[config.mk]
export PLATFORM = sky130hd
export DESIGN_NAME = ssd_bcd_converter
export DESIGN_NICKNAME = d
export VERILOG_FILES = /design/src/rtl/ssd_bcd_converter.sv
export SDC_FILE = /design/constraint.sdc
export NUM_CORES = 1
export LEC_CHECK = 0
export BUFFER_PORTS_ARGS = -buffer_cell sky130_fd_sc_hd__buf_4
export CAP_MARGIN = 20
export CORE_UTILIZATION = 30
export DETAILED_ROUTE_END_ITERATION = 12
export PLACE_DENSITY = 0.57
export RECOVER_POWER = 50
export SLEW_MARGIN = 20
export SYNTH_ARGS = -nofsm -noshare
export SYNTH_HDL_FRONTEND = slang
export SYNTH_SLANG_ARGS = --single-unit
[constraint.sdc]
create_clock -name clk -period 1.79 [get_ports clk]
set_input_delay 0.358 -clock clk [delete_from_list [all_inputs] [get_ports clk]]
set_output_delay 0.358 -clock clk [all_outputs]
set_load 0.02 [all_outputs]
[src/rtl/ssd_bcd_converter.sv]
// Sequential double-dabble binary-to-BCD converter feeding the seven-segment
// display driver. One conversion takes WIDTH shift cycles plus one load cycle;
// results and the leading-zero blank mask hold until the next conversion ends.
module ssd_bcd_converter #(
    parameter int unsigned WIDTH  = 13,
    parameter int unsigned DIGITS = 4
) (
    input  logic                  clk,
    input  logic                  rst,
    input  logic                  start,
    input  logic [WIDTH-1:0]      bin_in,
    output logic                  busy,
    output logic                  done,
    output logic [4*DIGITS-1:0]   bcd_out,
    output logic [DIGITS-1:0]     blank,
    output logic                  overflow
);

    localparam int unsigned BW = 4 * DIGITS;
    localparam int unsigned CW = $clog2(WIDTH + 1);

    // Every digit blank except the ones digit, which always shows.
    localparam logic [DIGITS-1:0] BLANK_RST = ~DIGITS'(1);

    typedef enum logic [1:0] {
        IDLE  = 2'd0,
        SHIFT = 2'd1,
        LOAD  = 2'd2
    } state_t;

    state_t            state, state_n;
    logic [WIDTH-1:0]  sh, sh_n;
    logic [BW-1:0]     bcd_s, bcd_n;
    logic              ovf_s, ovf_n;
    logic [CW-1:0]     cnt, cnt_n;

    logic              busy_n;
    logic              done_n;
    logic [BW-1:0]     bcd_out_n;
    logic [DIGITS-1:0] blank_n;
    logic              overflow_n;

    logic [BW-1:0]     bcd_adj;
    logic [DIGITS-1:0] blank_calc;
    logic              zero_run;

    // Add-3 correction on every scratch digit that is 5..9 before the shift.
    always_comb begin
        bcd_adj = bcd_s;
        for (int i = 0; i < int'(DIGITS); i++) begin
            if (bcd_s[4*i +: 4] >= 4'd5) begin
                bcd_adj[4*i +: 4] = bcd_s[4*i +: 4] + 4'd3;
            end
        end
    end

    // Leading-zero mask: digit i blanks when it and all digits above are zero.
    always_comb begin
        blank_calc = '0;
        zero_run   = 1'b1;
        for (int i = int'(DIGITS) - 1; i >= 1; i--) begin
            zero_run      = zero_run & (bcd_s[4*i +: 4] == 4'd0);
            blank_calc[i] = zero_run;
        end
    end

    // Next-state and next-output logic.
    always_comb begin
        state_n    = state;
        sh_n       = sh;
        bcd_n      = bcd_s;
        ovf_n      = ovf_s;
        cnt_n      = cnt;
        done_n     = 1'b0;
        bcd_out_n  = bcd_out;
        blank_n    = blank;
        overflow_n = overflow;

        case (state)
            IDLE: begin
                if (start) begin
                    sh_n    = bin_in;
                    bcd_n   = '0;
                    ovf_n   = 1'b0;
                    cnt_n   = CW'(WIDTH);
                    state_n = SHIFT;
                end
            end
            SHIFT: begin
                bcd_n = {bcd_adj[BW-2:0], sh[WIDTH-1]};
                sh_n  = sh << 1;
                ovf_n = ovf_s | bcd_adj[BW-1];
                cnt_n = cnt - CW'(1);
                if (cnt == CW'(1)) begin
                    state_n = LOAD;
                end
            end
            LOAD: begin
                bcd_out_n  = bcd_s;
                overflow_n = ovf_s;
                blank_n    = blank_calc;
                done_n     = 1'b1;
                state_n    = IDLE;
            end
            default: begin
                state_n = IDLE;
            end
        endcase

        busy_n = (state_n != IDLE);
    end

    // State, datapath and registered outputs; reset aborts any conversion.
    always_ff @(posedge clk or posedge rst) begin
        if (rst) begin
            state    <= IDLE;
            sh       <= '0;
            bcd_s    <= '0;
            ovf_s    <= 1'b0;
            cnt      <= '0;
            busy     <= 1'b0;
            done     <= 1'b0;
            bcd_out  <= '0;
            blank    <= BLANK_RST;
            overflow <= 1'b0;
        end else begin
            state    <= state_n;
            sh       <= sh_n;
            bcd_s    <= bcd_n;
            ovf_s    <= ovf_n;
            cnt      <= cnt_n;
            busy     <= busy_n;
            done     <= done_n;
            bcd_out  <= bcd_out_n;
            blank    <= blank_n;
            overflow <= overflow_n;
        end
    end

endmodule

==> flow_metrics.py, run 1 <==
metrics = {
    "sta": {
        "setup_violations": 0,
        "worst_slew_pin_slew_ps": 1450,
        "finClkSkew_ps": 8.00,
        "hold_violations": 0,
        "period_needed_ps": 1620,
        "drv_slew": 0,
        "clock.fmax_ghz": 0.616,
        "fin_setup_tns_ps": 0,
        "slew_headroom_pct": 3.52,
        "grt_setup_unrepaired": "no",
        "post-route-period-util_pct": 90.7,
    },
    "die": {
        "coreArea_mm2": 0.00872,
        "die_w_um": 96.8,
        "dieArea_mm2": 0.00938,
        "initial_core_util_pct": 30.9,
        "io_pins": 39,
        "fp-row-count": 34,
        "die_h_um": 96.8,
    },
    "detailed_routing": {
        "vias": 1949,
        "drtIter0Drc": 88,
        "drt_pass1_iterations": 4,
        "ant_nets": 0,
        "drc": 0,
        "wirelength_um": 5400,
        "routedWlPerCell_um": 13.1,
        "vias_per_cell": 4.73,
    },
    "worst_setup_path": {
        "r2r_setup_slack_ps": 170,
        "crit_chain": "inv_1 > ha_2 > nand2b_1 > a21oi_2 > mux2_2 > o21ai_0",
        "worst_setup_path_end_kind": "flop",
        "r2r_cells": 6,
        "crit_type": "reg2reg",
        "cpMaxStageDelayCell": "dfrtp_1",
        "critPathMaxFanout": 5,
        "rr_startpoint": "bcd_s[12]",
        "cp.required_ps": 2050,
        "cp.arrival_ps": 1880,
        "r2r_end": "bcd_s[14]",
        "cpPeakStageDelay_ps": 400,
        "start_kind": "flop",
    },
    "min_path": {
        "min_to": "sh[0]",
        "hp-class": "in2reg",
        "hold_start": "bin_in[0]",
        "holdPathStages": 2,
    },
    "placed_design": {
        "gp_congestion": 0.718,
        "place_area_mm2": 0.00312,
        "dp.final_hpwl_um": 3600,
        "port_buffers": 37,
    },
    "synth": {
        "synth.distinct_cells": 35,
        "async_reset_ff_share_pct": 100,
        "synth_top_area_cell": "dfrtp_1",
        "ys_top_cells_by_area": "dfrtp_1, o21ai_0, ha_1",
        "avgSynthCellArea_um2": 10.6,
        "ys_seq_area_share_pct": 53.9,
        "synth-main-ff-cell": "dfrtp_1",
        "synthMuxAreaShare_pct": 6.40,
        "synth_edf_count": 0,
        "yosysWarnings": 0,
        "yosys.area.top_type_share_pct": 51.0,
        "synthXorXnorAreaFrac_pct": 1.95,
        "ys_ff_latch": 58,
        "yosys.area_share.simple_pct": 10.7,
        "synth_top_family_by_area": "compound AO/OA/AOI/OAI gates",
        "netlist_area_mm2": 0.00270,
        "synthAdderAreaFrac_pct": 5.57,
        "synth_compound_area_share_pct": 16.0,
        "synthesis.nets": 282,
        "netlist_instances": 254,
    },
    "layout": {
        "area_growth_pct": 20.5,
        "num_antenna_cells": 0,
        "fin_nets": 328,
        "layout-drive-gt1-share_pct": 26.0,
        "final_util_pct": 37.3,
        "nFillCells": 861,
        "design_area_mm2": 0.00325,
    },
    "global_routing": {
        "grt_pass1_vias": 1873,
        "globalRoute.totalOverflow": 0,
        "grt_max_degree": 59,
        "grt_util_all_layers_pct": 12.3,
        "antenna_found_initial": 0,
        "grt_pass1_wl_um": 9140,
    },
    "clock_tree": {
        "htreeDepth": 3,
        "worstSkewPairLatency_ps": 340,
        "ctsRootBufferMaster": "clkbuf_8",
        "clock-sinks": 58,
        "cts.path.max_buffers": 2,
        "cts_buffers": 9,
        "clkSlewWorstSetupHoldPaths_ps": 70,
        "cts_setup_buffers": 0,
        "cts_tree": "built",
    },
    "run": {
        "cap_violations": 0,
    },
    "pwr": {
        "irDropWorstVdd_mv": 0.385,
        "leakage_uw": 0.00148,
        "cellPowerDensity_mw_per_mm2": 1680,
    },
    "outcome": {
        "status": "complete, no violations",
    },
}
## synthesized netlist by cell type, drive strengths merged (3+ instances only)
library cell / count
a22oi: 11
a21oi: 9
ha: 12
nor3: 6
dfrtp: 55
nor3b: 3
dfstp: 3
nand2: 34
buf: 12
inv: 16
xnor2: 4
o22ai: 8
nand2b: 6
mux2: 13
nor2: 6
o21ai: 43
## how the worst max path moves through the flow
stage	start	to	slack (ps)	cells past startpoint
after floorplan	rst	bcd_out[0]	9	1
after global placement	bcd_s[12]	bcd_s[14]	130	6
after detailed placement	bcd_s[9]	bcd_s[10]	100	6
after CTS	bcd_s[12]	bcd_s[14]	100	6
after global routing	bcd_s[0]	bcd_s[2]	10	6
final	bcd_s[12]	bcd_s[14]	170	6
## through the flow
stage / setup WS (ps) / power [µW] / cells / hold slack (ps)
final: 166 / 5460 / 412 / 285
after CTS: 100 / 5550 / 412 / 88.7
after floorplan: 8.98 / 3750 / 254 / 450
after detailed placement: 103 / 4470 / 397 / 455
after global routing: 13.8 / 5940 / 412 / 279
after global placement: 132 / 4390 / 397 / 450
## flip-flops by register name (all words and copies together), names as in the netlist
register / cells
sh: 13
done: 1
blank: 3
busy: 1
ovf_s: 1
state: 2
cnt: 4
bcd_s: 16
bcd_out: 16
overflow: 1
## power by group
part / total, µW / switching [µW] / internal, µW
clock: 1060 / 499 / 563
combinational: 2240 / 1220 / 1030
sequential: 2160 / 373 / 1780
total: 5460 / 2090 / 3370
## worst max-delay path: cells and delay by family, from the launching register on
family	cells	cell delay, ps
buf+inv	1	140
flops	1	400
compound gates	2	330
mux	1	350
simple gates	1	80
fa+ha+maj	1	240
## area by class of cell
| class | instances | area (µm²) | area share (%) |
|---|---|---|---|
| well taps | 108 | 135 | 4.16 |
| multi-input cells | 167 | 1110 | 34.1 |
| clock buffers | 12 | 155 | 4.77 |
| inverters | 16 | 60.1 | 1.85 |
| flip-flops and latches | 58 | 1460 | 44.8 |
| repair buffers | 48 | 320 | 9.85 |
| clock inverters | 3 | 15.0 | 0.462 |
## placed cells by master (no fill, tap or decap), types with 4 or more instances in the layout
cell type,netlist,layout
nand2_1,34,34
clkbuf_1,1,11
a22oi_1,11,11
clkbuf_8,0,11
nand2b_1,4,4
o21ai_0,41,41
mux2_4,7,7
a21oi_1,9,6
dfrtp_1,55,55
mux2_2,6,6
buf_4,3,36
inv_1,14,14
xnor2_1,4,4
ha_1,12,11
o22ai_1,8,8
nor2_1,6,5
nor3_1,5,5
## timing repair
item,in CTS,in global routing
gates resized for setup,0,5
endpoints found under the hold margin,0,0
setup endpoints to repair,0,10
hold buffers,0,0
## logic make-up (layout without fill, tap and decap cells)
logic type | after synthesis | count (layout)
XOR/XNOR | 6 | 6
buffers and inverters | 29 | 79
AO/OA/AOI/OAI | 75 | 75
multiplexers | 13 | 13
AND/OR/NAND/NOR | 60 | 60
adder cells (fa/ha/maj) | 12 | 12
other | 1 | 1
flip-flops | 58 | 58
## layer usage
layer	part of all wire, %	vias up	global-route usage, %
li1	-	964	-
met1	48	942	15.5
met2	45	36	18.4
met3	5.3	7	5.13
met4	1.3	0	5.17
met5	0	-	0
No activity file was read; power rests on OpenSTA's default activity.
==> run 2, diff against run 1 <==
- ABC_AREA: not set -> 1
==> run 2 against run 1 <==
- the run now ends with design-rule violations left
- largest power group unchanged
- clock skew shrank 2.0 ps
- register-to-register slack improved by 150 ps
- hold slack got worse by 60 ps
- core utilization increased by 0.71 points
- synthesized cell count grew 32%
- global-route usage grew 0.38 points
==> flow_metrics.py, run 2 <==
metrics = {
    "detailed_routing": {
        "vias_per_cell": 4.60,
        "routedWlPerCell_um": 11.3,
        "wirelength_um": 5550,
        "drt_pass1_iterations": 8,
        "drc": 2,
        "drtIter0Drc": 70,
        "vias": 2255,
        "ant_nets": 0,
    },
    "synth": {
        "synthMuxAreaShare_pct": 0,
        "synth_top_family_by_area": "simple AND/OR/NAND/NOR gates",
        "async_reset_ff_share_pct": 100,
        "ys_ff_latch": 58,
        "synthXorXnorAreaFrac_pct": 0,
        "yosys.cell_count.top_type": "nand2_1",
        "synth_commonest_cells": "nand2_1, dfrtp_1, nand3_1",
        "synth_top_area_cell": "dfrtp_1",
        "synthesis.nets": 364,
        "synth-main-ff-cell": "dfrtp_1",
        "ys_seq_area_share_pct": 52.7,
        "synth.distinct_cells": 20,
        "synthAdderAreaFrac_pct": 5.44,
        "netlist_instances": 336,
        "synth_edf_count": 0,
        "yosysWarnings": 0,
        "yosys.area_share.simple_pct": 27.4,
        "synth_compound_area_share_pct": 6.76,
        "avgSynthCellArea_um2": 8.21,
        "netlist_area_mm2": 0.00276,
        "yosys.area.top_type_share_pct": 49.9,
        "ys_top_cells_by_area": "dfrtp_1, nand2_1, nand3_1",
    },
    "worst_setup_path": {
        "start_kind": "flop",
        "r2r_end": "bcd_s[4]",
        "r2r_cells": 6,
        "r2r_setup_slack_ps": 320,
        "cp.arrival_ps": 1730,
        "rr_startpoint": "state[1]",
        "crit_type": "reg2reg",
        "worst_setup_path_end_kind": "flop",
        "critPathMaxFanout": 18,
        "cp.required_ps": 2050,
    },
    "sta": {
        "slew_headroom_pct": 13.4,
        "worst_slack_ps": 318,
        "finClkSkew_ps": 5.96,
        "fin_setup_tns_ps": 0,
        "hold_violations": 0,
        "setup_violations": 0,
        "period_needed_ps": 1470,
        "worst_slew_pin_slew_ps": 1300,
        "drv_slew": 0,
        "post-route-period-util_pct": 82.2,
        "grt_setup_unrepaired": "no",
        "clock.fmax_ghz": 0.679,
    },
    "clock_tree": {
        "cts_hold_repair.buffers": 0,
        "cts_setup_buffers": 0,
        "cts_tree": "built",
        "clkSlewWorstSetupHoldPaths_ps": 60,
        "worstSkewPairLatency_ps": 330,
        "cts_buffers": 9,
        "cts.path.max_buffers": 2,
        "cts_resized": 0,
        "ctsRootBufferMaster": "clkbuf_8",
        "htreeDepth": 3,
        "clock-sinks": 58,
    },
    "global_routing": {
        "grt_max_degree": 59,
        "grt_pass1_wl_um": 9720,
        "grt_pass1_vias": 2158,
        "antenna_found_initial": 0,
        "globalRoute.totalOverflow": 0,
        "grt_util_all_layers_pct": 12.7,
    },
    "layout": {
        "final_cell_mix": "nand2_1, dfrtp_1, buf_4",
        "design_area_mm2": 0.00334,
        "area_growth_pct": 21.2,
        "reg_top3": "bcd_out (16), bcd_s (16), sh (13)",
        "multi_input_area_mm2": 0.00109,
        "layout.cells.non_filler": 490,
        "fin_nets": 405,
        "num_antenna_cells": 0,
        "register_area_mm2": 0.00146,
        "layout_commonest_cell": "nand2_1",
        "layout-drive-gt1-share_pct": 16.2,
        "nFillCells": 927,
    },
    "run": {
        "cap_violations": 0,
    },
    "die": {
        "io_pins": 39,
        "dieArea_mm2": 0.00958,
        "initial_core_util_pct": 31.3,
        "die_w_um": 97.9,
        "die_h_um": 97.9,
        "fp-row-count": 34,
        "coreArea_mm2": 0.00881,
    },
    "placed_design": {
        "port_buffers": 37,
        "dp.final_hpwl_um": 3760,
        "gp_congestion": 0.779,
        "pre_cts_ws_ps": 495,
        "place_area_mm2": 0.00315,
        "dp_cells": 474,
    },
    "min_path": {
        "holdPathStages": 3,
        "hold_start": "bin_in[0]",
        "min_to": "sh[0]",
        "hp-class": "in2reg",
    },
    "pwr": {
        "leakage_uw": 0.00175,
        "cellPowerDensity_mw_per_mm2": 1800,
        "total_power_uw": 6020,
        "irDropWorstVdd_mv": 0.824,
    },
    "outcome": {
        "violations": "design-rule violations",
        "status": "finished, violations left",
    },
}
run 2: cell types whose count changed after synthesis, moves of 5 or more:
cell     before  now
nand3_1       2   35
a21oi_1       9    2
mux2_4        7    0
o22ai_1       8    1
o21ai_0      41   31
nand4_1       1    9
inv_1        14   30
mux2_2        6    0
nand2_1      34  128
a22oi_1      11    0
buf_4         3    8
run 2: cells by family (layout without fill, tap and decap cells):
logic type | Yosys count | after routing
simple gates | 182 | 182
flops | 58 | 58
buf+inv | 46 | 92
compound gates | 37 | 37
fa+ha+maj | 12 | 12
other cells | 1 | 1
run 2: metrics by stage:
step	utilization, %	hold slack, ps
final	38.0	225
after global placement	35.8	452
after floorplan	-	442
after global routing	38.0	224
after CTS	38.2	87.6
after detailed placement	35.8	453
run 2: worst max-delay path by stage:
stage                        start     endpoint  slack (ps)  depth (start not counted)
after global placement    state[0]  bcd_out[11]         510                          4
after detailed placement  state[0]   bcd_out[1]         490                          4
after floorplan                rst   bcd_out[0]           9                          1
after CTS                 blank[1]     blank[1]         410                          1
after global routing           rst    bcd_s[10]         210                          3
final                     state[1]     bcd_s[4]         320                          6
run 2: layout make-up:
type                    count  share of cell area [%]
inverters                  34                    3.82
clock inverters             2                    1.05
multi-input cells         232                    32.7
clock buffers              14                    5.16
well taps                 108                    4.04
flip-flops and latches     58                    43.5
repair buffers             42                    9.73
run 2: worst max-delay path, stage by stage (launching register included):
cell	delay, ps
dfrtp_1	390
inv_2	60
nand2_1	150
inv_1	410
buf_12	210
nand2_1	60
o21ai_1	120
run 2: report_power, final:
group | internal [µW] | switching [µW] | total, µW
sequential | 1870 | 345 | 2210
clock | 756 | 492 | 1250
combinational | 970 | 1590 | 2560
run 2: layer usage:
| layer | vias up | routed length, µm | track usage (%) |
|---|---|---|---|
| met5 | - | 0 | 0 |
| met4 | 0 | 65 | 4.20 |
| met3 | 8 | 337 | 5.01 |
| met2 | 58 | 2350 | 19.1 |
| met1 | 1037 | 2800 | 16.5 |
| li1 | 1152 | - | - |
